### config.mk
export PLATFORM = sky130hd
export DESIGN_NAME = arm_control_unit_flat
export DESIGN_NICKNAME = d
export VERILOG_FILES = /design/src/rtl/arm_control_unit_pkg.sv /design/src/rtl/arm_control_unit_if.sv /design/src/rtl/arm_control_unit_cond_check.sv /design/src/rtl/arm_control_unit.sv /design/src/flat_wrapper.sv
export SDC_FILE = /design/constraint.sdc
export NUM_CORES = 1
export LEC_CHECK = 0
export ABC_AREA = 1
export BUFFER_PORTS_ARGS = -buffer_cell sky130_fd_sc_hd__buf_4
export CAP_MARGIN = 10
export CORE_MARGIN = 2
export CORE_UTILIZATION = 30
export DETAILED_ROUTE_END_ITERATION = 8
export PLACE_DENSITY = 0.66
export RECOVER_POWER = 25
export REMOVE_ABC_BUFFERS = 1
export SETUP_SLACK_MARGIN = 0.2
export SYNTH_ARGS = -nofsm -noshare
export SYNTH_HDL_FRONTEND = slang
export SYNTH_SLANG_ARGS = --single-unit
### constraint.sdc
create_clock -name CLK -period 1.15 [get_ports CLK]
set_input_delay 0.1725 -clock CLK [delete_from_list [all_inputs] [get_ports CLK]]
set_output_delay 0.1725 -clock CLK [all_outputs]
set_load 0.05 [all_outputs]
### src/rtl/arm_control_unit_pkg.sv
// Shared encodings for the ARM control unit: ALU ops, immediate formats,
// opcode classes, data-processing cmd codes, condition codes, FSM states.
package arm_ctrl_pkg;

  localparam logic [1:0] ALU_ADD = 2'b00;
  localparam logic [1:0] ALU_SUB = 2'b01;
  localparam logic [1:0] ALU_AND = 2'b10;
  localparam logic [1:0] ALU_ORR = 2'b11;

  localparam logic [1:0] IMM_8  = 2'b00;
  localparam logic [1:0] IMM_12 = 2'b01;
  localparam logic [1:0] IMM_24 = 2'b10;

  localparam logic [1:0] OP_DP  = 2'b00;
  localparam logic [1:0] OP_MEM = 2'b01;
  localparam logic [1:0] OP_BR  = 2'b10;

  localparam logic [3:0] CMD_AND = 4'b0000;
  localparam logic [3:0] CMD_SUB = 4'b0010;
  localparam logic [3:0] CMD_ADD = 4'b0100;
  localparam logic [3:0] CMD_TST = 4'b1000;
  localparam logic [3:0] CMD_CMP = 4'b1010;
  localparam logic [3:0] CMD_ORR = 4'b1100;

  localparam logic [3:0] COND_EQ = 4'b0000;
  localparam logic [3:0] COND_NE = 4'b0001;
  localparam logic [3:0] COND_CS = 4'b0010;
  localparam logic [3:0] COND_CC = 4'b0011;
  localparam logic [3:0] COND_MI = 4'b0100;
  localparam logic [3:0] COND_PL = 4'b0101;
  localparam logic [3:0] COND_VS = 4'b0110;
  localparam logic [3:0] COND_VC = 4'b0111;
  localparam logic [3:0] COND_HI = 4'b1000;
  localparam logic [3:0] COND_LS = 4'b1001;
  localparam logic [3:0] COND_GE = 4'b1010;
  localparam logic [3:0] COND_LT = 4'b1011;
  localparam logic [3:0] COND_GT = 4'b1100;
  localparam logic [3:0] COND_LE = 4'b1101;
  localparam logic [3:0] COND_AL = 4'b1110;

  typedef enum logic {
    HOLD = 1'b0,
    RUN  = 1'b1
  } state_e;

endpackage

### src/rtl/arm_control_unit_if.sv
// Control interface between the single-cycle datapath (master) and the
// control unit (slave). Flags are ordered {N,Z,C,V}.
interface arm_control_unit_if #(parameter int FLAG_W = 4);
  logic [31:0]       Instr;
  logic [FLAG_W-1:0] ALUFlags;
  logic              PCSrc;
  logic              MemtoReg;
  logic              MemWrite;
  logic [1:0]        ALUControl;
  logic [1:0]        ALUSrc;
  logic [1:0]        ImmSrc;
  logic              RegWrite;
  logic [1:0]        RegSrc;
  logic [FLAG_W-1:0] Flags;
  logic              CondEx;

  modport master (
    output Instr, ALUFlags,
    input  PCSrc, MemtoReg, MemWrite, ALUControl, ALUSrc, ImmSrc,
    input  RegWrite, RegSrc, Flags, CondEx
  );

  modport slave (
    input  Instr, ALUFlags,
    output PCSrc, MemtoReg, MemWrite, ALUControl, ALUSrc, ImmSrc,
    output RegWrite, RegSrc, Flags, CondEx
  );
endinterface

### src/rtl/arm_control_unit_cond_check.sv
// ARM condition-code evaluator: combinational, Cond and {N,Z,C,V} in.
module cond_check
  import arm_ctrl_pkg::*;
#(
  parameter int FLAG_W = 4
) (
  input  logic [3:0]        cond,
  input  logic [FLAG_W-1:0] flags,
  output logic              cond_ex
);

  logic n, z, c, v;
  assign {n, z, c, v} = flags[3:0];

  // Standard EQ..LE table, AL always true, 1111 never
  always_comb begin
    cond_ex = 1'b0;
    case (cond)
      COND_EQ: cond_ex = z;
      COND_NE: cond_ex = ~z;
      COND_CS: cond_ex = c;
      COND_CC: cond_ex = ~c;
      COND_MI: cond_ex = n;
      COND_PL: cond_ex = ~n;
      COND_VS: cond_ex = v;
      COND_VC: cond_ex = ~v;
      COND_HI: cond_ex = c & ~z;
      COND_LS: cond_ex = ~c | z;
      COND_GE: cond_ex = (n == v);
      COND_LT: cond_ex = (n != v);
      COND_GT: cond_ex = ~z & (n == v);
      COND_LE: cond_ex = z | (n != v);
      COND_AL: cond_ex = 1'b1;
      default: cond_ex = 1'b0;
    endcase
  end

endmodule

### src/rtl/arm_control_unit.sv
// Control unit for the single-cycle ARM datapath: instruction decode,
// NZCV flag register and conditional execution gating.
// Optional macro CTRL_CMP_EN adds CMP (cmd 1010) and TST (cmd 1000).
module arm_control_unit
  import arm_ctrl_pkg::*;
#(
  parameter int FLAG_W = 4
) (
  input logic             CLK,
  input logic             RST_N,
  arm_control_unit_if.slave bus
);

  logic [3:0] cond, cmd, rd;
  logic [1:0] op;
  logic [5:0] funct;
  assign cond  = bus.Instr[31:28];
  assign op    = bus.Instr[27:26];
  assign funct = bus.Instr[25:20];
  assign cmd   = bus.Instr[24:21];
  assign rd    = bus.Instr[15:12];

  logic unused_instr_bits;
  assign unused_instr_bits = ^{bus.Instr[19:16], bus.Instr[11:0]};

  state_e            state_q, state_d;
  logic [FLAG_W-1:0] flags_q, flags_d;

  logic [1:0] alu_ctrl, alu_src, imm_src, reg_src, flag_w;
  logic       reg_w, mem_w, mem_to_reg, pcs;
  logic       cond_ok, cond_ex;

  // Instruction decode into raw (ungated) controls
  always_comb begin
    alu_ctrl   = ALU_ADD;
    alu_src    = 2'b00;
    imm_src    = IMM_8;
    reg_src    = 2'b00;
    flag_w     = 2'b00;
    reg_w      = 1'b0;
    mem_w      = 1'b0;
    mem_to_reg = 1'b0;
    pcs        = 1'b0;
    case (op)
      OP_DP: begin
        alu_src = {1'b0, funct[5]};
        case (cmd)
          CMD_ADD: begin alu_ctrl = ALU_ADD; reg_w = 1'b1; flag_w = {2{funct[0]}}; end
          CMD_SUB: begin alu_ctrl = ALU_SUB; reg_w = 1'b1; flag_w = {2{funct[0]}}; end
          CMD_AND: begin alu_ctrl = ALU_AND; reg_w = 1'b1; flag_w = {funct[0], 1'b0}; end
          CMD_ORR: begin alu_ctrl = ALU_ORR; reg_w = 1'b1; flag_w = {funct[0], 1'b0}; end
`ifdef CTRL_CMP_EN
          CMD_CMP: begin alu_ctrl = ALU_SUB; flag_w = 2'b11; end
          CMD_TST: begin alu_ctrl = ALU_AND; flag_w = 2'b10; end
`endif
          default: ;
        endcase
      end
      OP_MEM: begin
        alu_src  = 2'b01;
        imm_src  = IMM_12;
        alu_ctrl = funct[3] ? ALU_ADD : ALU_SUB;
        if (funct[0]) begin
          mem_to_reg = 1'b1;
          reg_w      = 1'b1;
        end else begin
          mem_w   = 1'b1;
          reg_src = 2'b10;
        end
      end
      OP_BR: begin
        pcs     = 1'b1;
        alu_src = 2'b01;
        imm_src = IMM_24;
        reg_src = 2'b01;
      end
      default: ;
    endcase
  end

  cond_check #(.FLAG_W(FLAG_W)) u_cond_check (
    .cond    (cond),
    .flags   (flags_q),
    .cond_ex (cond_ok)
  );

  // HOLD leaves one bubble after reset; RUN is sticky until the next reset
  always_comb begin
    state_d = state_q;
    cond_ex = 1'b0;
    case (state_q)
      HOLD: state_d = RUN;
      RUN:  cond_ex = cond_ok;
      default: state_d = HOLD;
    endcase
  end

  // Flag halves load independently, only when the instruction executes
  always_comb begin
    flags_d = flags_q;
    if (cond_ex && flag_w[1]) flags_d[3:2] = bus.ALUFlags[3:2];
    if (cond_ex && flag_w[0]) flags_d[1:0] = bus.ALUFlags[1:0];
  end

  // State and flag registers
  always_ff @(posedge CLK or negedge RST_N) begin
    if (!RST_N) begin
      state_q <= HOLD;
      flags_q <= '0;
    end else begin
      state_q <= state_d;
      flags_q <= flags_d;
    end
  end

  // Every output is forced low while reset is asserted
  assign bus.PCSrc      = RST_N & (pcs | (reg_w & (rd == 4'hF))) & cond_ex;
  assign bus.RegWrite   = RST_N & reg_w & cond_ex;
  assign bus.MemWrite   = RST_N & mem_w & cond_ex;
  assign bus.MemtoReg   = RST_N & mem_to_reg;
  assign bus.ALUControl = RST_N ? alu_ctrl : 2'b00;
  assign bus.ALUSrc     = RST_N ? alu_src  : 2'b00;
  assign bus.ImmSrc     = RST_N ? imm_src  : 2'b00;
  assign bus.RegSrc     = RST_N ? reg_src  : 2'b00;
  assign bus.Flags      = flags_q;
  assign bus.CondEx     = RST_N & cond_ex;

endmodule

### src/flat_wrapper.sv
// flat-port wrapper written by rule: the top's interface ports become plain ports
module arm_control_unit_flat import arm_ctrl_pkg::*;
#(
  parameter int FLAG_W = 4
)
  (CLK, RST_N, bus_Instr, bus_ALUFlags, bus_PCSrc, bus_MemtoReg, bus_MemWrite, bus_ALUControl, bus_ALUSrc, bus_ImmSrc, bus_RegWrite, bus_RegSrc, bus_Flags, bus_CondEx);
  arm_control_unit_if #(.FLAG_W(FLAG_W)) bus_i ();
  input logic CLK;
  input logic RST_N;
  input wire logic [$bits(bus_i.Instr)-1:0] bus_Instr;
  input wire logic [$bits(bus_i.ALUFlags)-1:0] bus_ALUFlags;
  output wire logic [$bits(bus_i.PCSrc)-1:0] bus_PCSrc;
  output wire logic [$bits(bus_i.MemtoReg)-1:0] bus_MemtoReg;
  output wire logic [$bits(bus_i.MemWrite)-1:0] bus_MemWrite;
  output wire logic [$bits(bus_i.ALUControl)-1:0] bus_ALUControl;
  output wire logic [$bits(bus_i.ALUSrc)-1:0] bus_ALUSrc;
  output wire logic [$bits(bus_i.ImmSrc)-1:0] bus_ImmSrc;
  output wire logic [$bits(bus_i.RegWrite)-1:0] bus_RegWrite;
  output wire logic [$bits(bus_i.RegSrc)-1:0] bus_RegSrc;
  output wire logic [$bits(bus_i.Flags)-1:0] bus_Flags;
  output wire logic [$bits(bus_i.CondEx)-1:0] bus_CondEx;
  assign bus_i.Instr = bus_Instr;
  assign bus_i.ALUFlags = bus_ALUFlags;
  assign bus_PCSrc = bus_i.PCSrc;
  assign bus_MemtoReg = bus_i.MemtoReg;
  assign bus_MemWrite = bus_i.MemWrite;
  assign bus_ALUControl = bus_i.ALUControl;
  assign bus_ALUSrc = bus_i.ALUSrc;
  assign bus_ImmSrc = bus_i.ImmSrc;
  assign bus_RegWrite = bus_i.RegWrite;
  assign bus_RegSrc = bus_i.RegSrc;
  assign bus_Flags = bus_i.Flags;
  assign bus_CondEx = bus_i.CondEx;
  arm_control_unit #(.FLAG_W(FLAG_W)) u_core (.CLK(CLK), .RST_N(RST_N), .bus(bus_i));
endmodule
==> impl_results.md, run 1 <==
* Filler Cell Count at 154
* Residual DRC at 0
* Register area share after synthesis at 17.9%
* GR Util All Layers at 21.5%
* Crit path max-delay family: simple AND/OR/NAND/NOR gates
* Routability Congestion at 0.804
* Synth-to-Final Area Change at 130%
* Worst Skew at 0.0116 ns
* Die area at 2730 um2
* Max-slew violation count at 0
* Post-route minimum period at 1.82 ns
* First-pass GRT wire length at 4310 um
* Clock Latency Late Sink at approximately 0.25 ns
* Fin Setup TNS at -4.24 ns
* DRT Wirelength at 3180 um
* I/O pin cnt at 55
* CTS tree: built
* Starting density of the core at 31.6%
* Sequential share of power at 19.2%
* Sink Count at 5
* Drt via density at 4.91
* Layout Utilization at 72.6%
* Async SR Flop Fraction at 100%
* Vias at around 1000
* Setup crit end kind: output pin
* Fraction of layout cells with a size suffix above 1 at 60.0%
* Root buf cell: clkbuf_4
* Clock Pin Slew Worst Setup and Hold Paths at 0.05 ns
* Post-DP HPWL at 1680 um
* Cell Area, Placed at between 1000 and 1500 um2
* Antenna Nets Post-Route at 0
* Drt pass-1 iters at 4
* Combinational share of power at 63.5%
* Post-synth EDFFs at 0
* Worst VDD drop at 0.678 mV
* Area leader, netlist: nand2_1
* Unrepaired setup endpoints after global routing: yes
* Final Cycle Share at 158%
* Worst-path cell chain: inv_2 > nand2_4 > nand2_4 > nand2_2 > nand2_1 > nand2_1 > nand2_2 > nand3_4 > nand2_8 > a21oi_2 > buf_6
* ANT cells at 0
* Synth top area share at a little over a fifth
* Status: finished with violations
* Power Internal at 674 uW
* Total grt overflow at 0
* Slowest CP cell: dfrtp_1
* Final nets at 223
* Min setup slack post-route at -0.669 ns
* Critical setup path kind: register to output pin
* Hold Crit Class: input pin to register
* Initial antenna violation count at 0
* DR WL/cell at 15.3 um
* Avg Cell Area, Syn at 5.87 um2
* Clock group share of total power at 17.3%
* Warning count from the yosys run at 0
* Storage element area at 128 um2
* Rows at 17
* Vias in the first global route at around 1000
* Ys flop type: dfrtp_1
* # Max-Cap Violations at 0
* Slowest stage delay, CP at ~0.42 ns
* Place WS at -0.366 ns
* CTS Buf Count at 3
* Fmax at 550 MHz
* Crit Path Max Fanout at 4
* Required @ worst endpoint at 0.98 ns
* Htree depth at 1
* Number of buffers and inverters on the critical path at 2
* Synth area leaders: nand2_1 (21%), dfrtp_1 (18%), inv_1 (8.1%), nand3_1 (7.9%), nor2_1 (7.5%)
* Synthesized area at 698 um2
* Core Area at 2210 um2
* Die W at 52.2 um
* Pin count of the biggest net entering global routing at 9
* Sw Ratio at roughly 44%
* Max Root-Sink Buffers at 2
* Lkg Pwr at 0.000770 uW
* Most frequent cell after synthesis: nand2_1
* Final Power at roughly 1200 uW
* Area of the multi-input gates at 724 um2
* Starting DRC count in detailed routing at 12
* Setup violators final at 11
* PD cells at 753 nW/um2
* Synth top cells by count: nand2_1 (39), inv_1 (15), nor2_1 (14)
* Synth Instances at between 100 and 150
* Synth cell types at 22
* Flops & latches, synth at 5
* Net Sw Power at between 500 and 600 uW
* Worst EP arrival at 1.65 ns
* Die height at 52.2 um
* CP Launch Type: register
* Failing checks: negative setup slack
* Final Cell Area at 1610 um2
* Final Hold Viols at 0
* PortBufs at 37
[worst paths after layout]
kind | end | depth (start not counted) | slack (ns) | startpoint
min reg2reg | u_core.bus.Flags[2] | 2 | 0.56 | u_core.bus.Flags[2]
min in group asynchronous | u_core.bus.Flags[0] | 3 | 0.75 | RST_N
max reg2reg | u_core.bus.Flags[3] | 12 | -0.33 | u_core.bus.Flags[0]
max in group asynchronous | u_core.bus.Flags[2] | 3 | 0.17 | RST_N
min | u_core.bus.Flags[0] | 3 | 0.18 | bus_ALUFlags[0]
max | bus_PCSrc | 11 | -0.67 | u_core.bus.Flags[0]
[cells in the final DEF (no fill, tap or decap), types with 2 or more instances in the layout]
cell type	count
nand2_1	29
buf_4	27
buf_6	18
buf_8	11
inv_1	8
nor2_1	8
nand2_4	7
nor2_4	7
nand3_1	7
nand3_2	6
nand2_2	5
inv_2	4
nand4_1	4
nand3b_1	3
ha_4	3
clkbuf_4	3
clkbuf_1	3
dfrtp_1	3
a21oi_1	2
a21oi_2	2
a21oi_4	2
inv_4	2
conb_1	2
dfrtp_2	2
[cell type report]
class	count	area share (%)
clock buffer	4	1.64
tap	28	2.18
timing repair buffer	60	37.9
multi-input combinational	95	45.1
inverter	16	5.30
sequential	5	7.94
[layer usage]
| metal | vias to the layer above | routed length [um] | global-route usage, % | share of wire, % |
|---|---|---|---|---|
| met3 | 2 | 228 | 4.00 | 7.2 |
| met2 | 45 | 1830 | 41.1 | 57 |
| met1 | 476 | 1120 | 22.6 | 35 |
| met4 | 0 | 10 | 8.97 | 0.31 |
| li1 | 498 | - | - | - |
| met5 | - | 0 | 0 | 0 |
[metrics by stage]
| stage | hold WS, ns | instances |
|---|---|---|
| floorplan | -0.123 | 116 |
| global placement | 0.0920 | 199 |
| detailed placement | 0.0977 | 199 |
| CTS | 0.182 | 205 |
| global route | 0.195 | 208 |
| finish | 0.177 | 208 |
[kinds of logic after synthesis]
kind of cell,count (synthesis),share of synthesized area [%]
AO/OA/AOI/OAI,8,7.17
adder cells (fa/ha/maj),4,7.17
buffers and inverters,19,11.5
flip-flops,5,17.9
other,2,1.08
AND/OR/NAND/NOR,81,55.2
[flip-flops by register name, indices dropped and copies added, names as in the netlist]
name              cells
u_core.bus.Flags      4
u_core.state_q        1
[power by group through the flow]
| stage | sequential (uW) | combinational, uW | clock (uW) |
|---|---|---|---|
| 2_1_floorplan | 287 | 225 | 0 |
| 6_report | 232 | 768 | 210 |
| 5_1_grt | 235 | 812 | 221 |
| 3_3_place_gp | 218 | 510 | 0 |
| 4_1_cts | 221 | 652 | 204 |
| 3_5_place_dp | 221 | 518 | 0 |
[worst reg2reg max path: cells and delay by family, from the launching register on]
kind	cells	cell delay, ns
buf+inv	2	0.24
flops	1	0.42
simple gates	10	0.71
[what timing repair did]
item	CTS	global route
hold buffers	1	0
gates resized for setup	76	36
pin swaps	10	10
endpoints found under the setup margin	20	20
hold endpoints to repair	5	0
setup buffers	1	3
Power figures use the tool's default switching activity.
==> run 2: changes to the inputs <==
--- a/config.mk
+++ b/config.mk
@@ -5,13 +5,12 @@
 export SDC_FILE = /design/constraint.sdc
 export NUM_CORES = 1
 export LEC_CHECK = 0
-export ABC_AREA = 1
 export BUFFER_PORTS_ARGS = -buffer_cell sky130_fd_sc_hd__buf_4
 export CAP_MARGIN = 10
 export CORE_MARGIN = 2
 export CORE_UTILIZATION = 30
 export DETAILED_ROUTE_END_ITERATION = 8
-export PLACE_DENSITY = 0.66
+export PLACE_DENSITY = 0.67
 export RECOVER_POWER = 25
 export REMOVE_ABC_BUFFERS = 1
 export SETUP_SLACK_MARGIN = 0.2
==> impl_results.md, run 2 <==
* Ys flop type: dfrtp_1
* Starting density of the core at 31.2%
* Filler Cell Count at 149
* CTS tree: built
* Final Cycle Share at 185%
* Vias at slightly above 900
* DRT Wirelength at 2700 um
* Number of buffers and inverters on the critical path at 1
* Total grt overflow at 0
* Register area share after synthesis at 18.3%
* Synth cell types at 40
* Final Hold Viols at 0
* Reg2reg start: u_core.bus.Flags[3]
* Fraction of layout cells with a size suffix above 1 at 67.3%
* Unrepaired setup endpoints after global routing: yes
* Pin count of the biggest net entering global routing at 14
* Clock Latency Late Sink at 0.25 ns
* Clock Pin Slew Worst Setup and Hold Paths at 0.06 ns
* I/O pin cnt at 55
* GR Util All Layers at 21.5%
* Synth-to-Final Area Change at 130%
* Crit Path Max Fanout at 4
* Worst Setup SP: u_core.bus.Flags[3]
* Most frequent cells in the layout: buf_4 (43), buf_6 (20), buf_8 (12)
* Net Sw Power at 426 uW
* Synth top area share at roughly 18%
* Required @ worst endpoint at 0.98 ns
* Die W at 51.7 um
* Slowest stage delay, CP at roughly 0.41 ns
* Slowest CP cell: dfrtp_1
* Hold Crit Class: input pin to register
* Register-to-register setup slack at -0.88 ns
* Async SR Flop Fraction at 100%
* First-pass GRT wire length at 4300 um
* Starting DRC count in detailed routing at 15
* Drt via density at 4.93
* Post-DP HPWL at 1530 um
* Synth Instances at 79
* Root buf cell: clkbuf_4
* Final nets at 199
* # Max-Cap Violations at 0
* Synthesized area at 683 um2
* Cell Area, Placed at 1160 um2
* Worst-path cell chain: xnor2_2 > o21a_1 > o311a_1 > nand3_2 > and3_4 > o21a_1 > buf_6
* Antenna Nets Post-Route at 0
* Power Internal at 682 uW
* Status: finished with violations
* Lkg Pwr at about 0.00076 uW
* Sink Count at 5
* Fmax at about 470 MHz
* Final Cell Area at 1570 um2
* Largest register FFs at 4
* Setup crit end kind: output pin
* CP Launch Type: register
* Worst EP arrival at 1.96 ns
* Critical setup path kind: register to output pin
* PortBufs at 37
* Max Root-Sink Buffers at 2
* Worst VDD drop at around 0.76 mV
* Htree depth at 1
* Fin Setup TNS at -8.07 ns
* Flops & latches, synth at 5
* Synth top cells by count: and2_1 (5), dfrtp_1 (5), inv_1 (5)
* Rows at 17
* Sequential share of power at about 20%
* Die height at a little over 50 um
* Area leader, netlist: dfrtp_1
* Post-route minimum period at 2.13 ns
* CTS Buf Count at 3
* Combinational share of power at 59.7%
* ANT cells at 0
* Min setup slack post-route at -0.980 ns
* Most used cell, CP: o21a_1
* Warning count from the yosys run at 0
* Clock group share of total power at 20.2%
* Die area at approximately 2700 um2
* Synth area leaders: dfrtp_1 (18%), ha_1 (7.3%), mux2_1 (4.9%), and2_1 (4.6%), and3_2 (3.3%)
* Residual DRC at 0
* Vias in the first global route at 946
* Worst Skew at 0.0152 ns
* Post-synth EDFFs at 0
* Core Area at 2190 um2
* Drt pass-1 iters at 4
* Commonest non-fill, non-tap cell in the layout: buf_4
* Max-slew violation count at 0
* PD cells at 704 nW/um2
* Routability Congestion at 0.846
* Crit path max-delay family: compound AO/OA/AOI/OAI gates
* Sw Ratio at 38.4%
* Initial antenna violation count at 0
* DR WL/cell at 14.7 um
* Avg Cell Area, Syn at between 8 and 9 um2
* Setup violators final at 14
* Failing checks: negative setup slack
* HP Start: bus_ALUFlags[1]
run 2: cell types whose count changed after synthesis, sizes merged, moves of 5 or more:
cell	previous run	this run
mux2	0	5
nand3	14	3
inv	16	5
nor2	15	2
and3	0	6
nand2	42	2
run 2: kinds of logic (layout without fill, tap and decap cells):
| group | Yosys count | after routing | share of synthesized area, % |
|---|---|---|---|
| and+or+nand+nor | 35 | 35 | 34.6 |
| DFF | 5 | 5 | 18.3 |
| buffers and inverters | 9 | 86 | 8.06 |
| adders and majority gates | 4 | 4 | 7.33 |
| other | 2 | 2 | 1.10 |
| xor gates and xnor gates | 3 | 3 | 3.85 |
| muxes | 7 | 7 | 11.2 |
| AOI/OAI and AO/OA | 14 | 14 | 15.6 |
run 2: through the flow:
| stage | setup WS (ns) | utilization (%) | hold slack, ns | power [uW] | cells |
|---|---|---|---|---|---|
| 2_1_floorplan | -1.62 | - | -0.123 | 454 | 75 |
| 3_3_place_gp | -0.806 | 53.1 | 0.0818 | 689 | 167 |
| 3_5_place_dp | -0.901 | 53.1 | 0.0840 | 698 | 167 |
| 4_1_cts | -0.958 | 70.4 | 0.152 | 1060 | 182 |
| 5_1_grt | -1.05 | 71.7 | 0.157 | 1150 | 184 |
| 6_report | -0.980 | 71.7 | 0.150 | 1110 | 184 |
run 2: cell type report:
cell class | count | area (um2) | share of cell area (%)
flip-flops and latches | 5 | 128 | 8.12
multi-input cells | 65 | 609 | 38.8
repair buffers | 77 | 742 | 47.2
inverters | 5 | 31.3 | 1.99
well taps | 28 | 35.0 | 2.23
clock buffers | 4 | 26.3 | 1.67
run 2: power by group through the flow:
| stage | registers, uW | logic, uW | clock network, uW |
|---|---|---|---|
| after floorplan | 273 | 180 | 0 |
| after global placement | 218 | 472 | 0 |
| after detailed placement | 219 | 479 | 0 |
| after CTS | 220 | 634 | 205 |
| after global routing | 225 | 698 | 230 |
| final | 222 | 661 | 224 |
run 2: final timing paths:
path,to,cells past startpoint
min in group asynchronous,u_core.state_q,3
hold / removal,u_core.bus.Flags[1],2
hold reg to reg,u_core.bus.Flags[1],1
setup / recovery,bus_PCSrc,7
setup reg to reg,u_core.bus.Flags[0],8
max in group asynchronous,u_core.bus.Flags[2],3
run 2: metal layers:
metal	share of wire (%)	vias to the layer above	wire [um]	global-route usage, %
li1	-	441	-	-
met1	37	422	1000	21.9
met2	55	39	1490	42.9
met3	5.6	6	152	3.74
met4	2.1	0	57	7.46
met5	0	-	0	0
run 2: repair_timing:
item,CTS,global route
setup endpoints to repair,20,20
hold buffers,1,0
gates resized for setup,72,5
pin swaps,13,5
buffers inserted,10,2
endpoints found under the hold margin,5,0
==> run 3: changes to the inputs <==
--- a/config.mk
+++ b/config.mk
@@ -10,10 +10,12 @@
 export CORE_MARGIN = 2
 export CORE_UTILIZATION = 30
 export DETAILED_ROUTE_END_ITERATION = 8
+export HOLD_SLACK_MARGIN = 0.03
 export PLACE_DENSITY = 0.67
 export RECOVER_POWER = 25
 export REMOVE_ABC_BUFFERS = 1
 export SETUP_SLACK_MARGIN = 0.2
+export SKIP_CTS_REPAIR_TIMING = 1
 export SYNTH_ARGS = -nofsm -noshare
 export SYNTH_HDL_FRONTEND = slang
 export SYNTH_SLANG_ARGS = --single-unit
==> impl_results.md, run 3 (synthesis gave the netlist of run 2 again) <==
* Finished Layout Cells at 178
* DR WL/cell at 15.1 um
* Vias at 891
* GR Util All Layers at between 10% and 20%
* Unrepaired setup endpoints after global routing: yes
* First-pass GRT wire length at 3060 um
* Die area at 2670 um2
* Initial antenna violation count at 0
* Crit Path Max Fanout at 4
* Crit path max-delay family: simple AND/OR/NAND/NOR gates
* Most frequent cells in the layout: buf_4 (40), buf_6 (19), buf_8 (9)
* Wire length on met3 at 144 um
* Routed wl met2 at around 1600 um
* Worst VDD drop at 0.647 mV
* CP Launch Type: register
* Max-slew violation count at 0
* Worst Skew at 0.00169 ns
* I/O pin cnt at 55
* CTS Buf Count at 3
* Residual DRC at 0
* Sequential share of power at about a fifth
* Final nets at 193
* Power Internal at approximately 660 uW
* Synth-to-Final Area Change at 123%
* PortBufs at 37
* Vias in the first global route at 749
* Post-route minimum period at between 2 and 2.5 ns
* Combinational share of power at roughly 60%
* Max Root-Sink Buffers at 2
* Layout Utilization at 69.4%
* Fmax at ~460 MHz
* Filler Cell Count at approximately 160
* Starting density of the core at between 30% and 40%
* Clock group share of total power at a little under a fifth
* Min setup slack post-route at -1.01 ns
* Drt pass-1 iters at 5
* Final Cycle Share at 188%
* Final Hold Viols at 0
* Die W at just over 50 um
* Core Area at 2190 um2
* Slowest CP cell: dfrtp_1
* Largest register FFs at 4
* Required @ worst endpoint at 0.98 ns
* Net Sw Power at 412 uW
* Sw Ratio at 38.3%
* Pin count of the biggest net entering global routing at 14
* Antenna Nets Post-Route at 0
* Slowest stage delay, CP at 0.42 ns
* Setup crit end kind: output pin
* Worst EP arrival at between 1.5 and 2 ns
* Number of buffers and inverters on the critical path at 2
* Clock Latency Late Sink at 0.24 ns
* Critical setup path kind: register to output pin
* Most used cell, CP: and3_2
* DR top layer: met4
* Clock Pin Slew Worst Setup and Hold Paths at about 0.05 ns
* Min Hold Slack at roughly 0.15 ns
* Routability Congestion at 0.846
* Worst-path cell chain: xnor2_2 > and3_2 > o311ai_4 > nand3_2 > buf_4 > and3_2 > buf_6
* Htree depth at 1
* DRT Wirelength at 2680 um
* PD cells at 708 nW/um2
* Setup violators final at 15
* Commonest non-fill, non-tap cell in the layout: buf_4
* Fraction of layout cells with a size suffix above 1 at around 68%
* Post-DP HPWL at 1530 um
* Root buf cell: clkbuf_4
* Starting DRC count in detailed routing at 13
* Place WS at -0.901 ns
* Hold Crit Class: input pin to register
* Die height at between 50 and 60 um
* Rows at 17
* Lkg Pwr at 0.000730 uW
* ANT cells at 0
* Drt via density at approximately 5.0
* CTS tree: built
* Final Cell Area at 1520 um2
* # Max-Cap Violations at 0
* Failing checks: negative setup slack
* Total grt overflow at 0
* Cell Area, Placed at between 1000 and 1500 um2
* Routed met1 length at 903 um
* Post-placement cell count at 167
* Status: finished with violations
* Sink Count at 5
==> run 3: cell types whose count changed in the layout (fill, tap and decap cells not counted), sizes merged <==
cell,change
buf,-7
clkbuf,+1
==> run 3: final cells by class <==
| class | count | area (um2) | area share (%) |
|---|---|---|---|
| clock buffers | 4 | 26.3 | 1.73 |
| inverters | 5 | 28.8 | 1.89 |
| multi-input cells | 65 | 636 | 41.8 |
| flip-flops and latches | 5 | 128 | 8.40 |
| well taps | 28 | 35.0 | 2.30 |
| repair buffers | 71 | 667 | 43.9 |
==> run 3: through the flow <==
| stage | power, uW | setup TNS (ns) |
|---|---|---|
| after floorplan | 454 | -10.01 |
| after CTS | 903 | -9.41 |
| final | 1080 | -8.15 |
| after global routing | 1120 | -8.86 |
| after global placement | 689 | -7.18 |
| after detailed placement | 698 | -8.05 |
==> run 3: path summary, 6_finish.rpt <==
path	startpoint	cells after the start	end	slack, ns
worst max-delay path	u_core.bus.Flags[3]	7	bus_MemWrite	-1.01
worst min register to register	u_core.bus.Flags[1]	1	u_core.bus.Flags[1]	0.60
min in group asynchronous	RST_N	3	u_core.bus.Flags[0]	0.52
worst min-delay path	bus_ALUFlags[2]	2	u_core.bus.Flags[2]	0.15
max in group asynchronous	RST_N	3	u_core.bus.Flags[1]	0.39
worst max register to register	u_core.bus.Flags[3]	8	u_core.bus.Flags[1]	-0.93
==> run 3: worst register-to-register path, delay by kind of cell (launching register included) <==
| kind | cells | cell delay, ns |
|---|---|---|
| and+or+nand+nor | 3 | 0.48 |
| DFF | 1 | 0.42 |
| muxes | 1 | 0.31 |
| buffers and inverters | 2 | 0.29 |
| AOI/OAI and AO/OA | 1 | 0.29 |
| xor gates and xnor gates | 1 | 0.18 |
==> run 3: routing by layer <==
layer	track usage [%]	up-vias
li1	-	431
met1	17.2	415
met2	26.7	39
met3	2.30	6
met4	2.63	0
met5	0	-
==> run 3: power groups by stage <==
stage | combinational (uW) | sequential (uW) | clock (uW)
CTS | 482 | 217 | 205
floorplan | 180 | 273 | 0
global placement | 472 | 218 | 0
global route | 680 | 226 | 208
detailed placement | 479 | 219 | 0
finish | 649 | 222 | 205
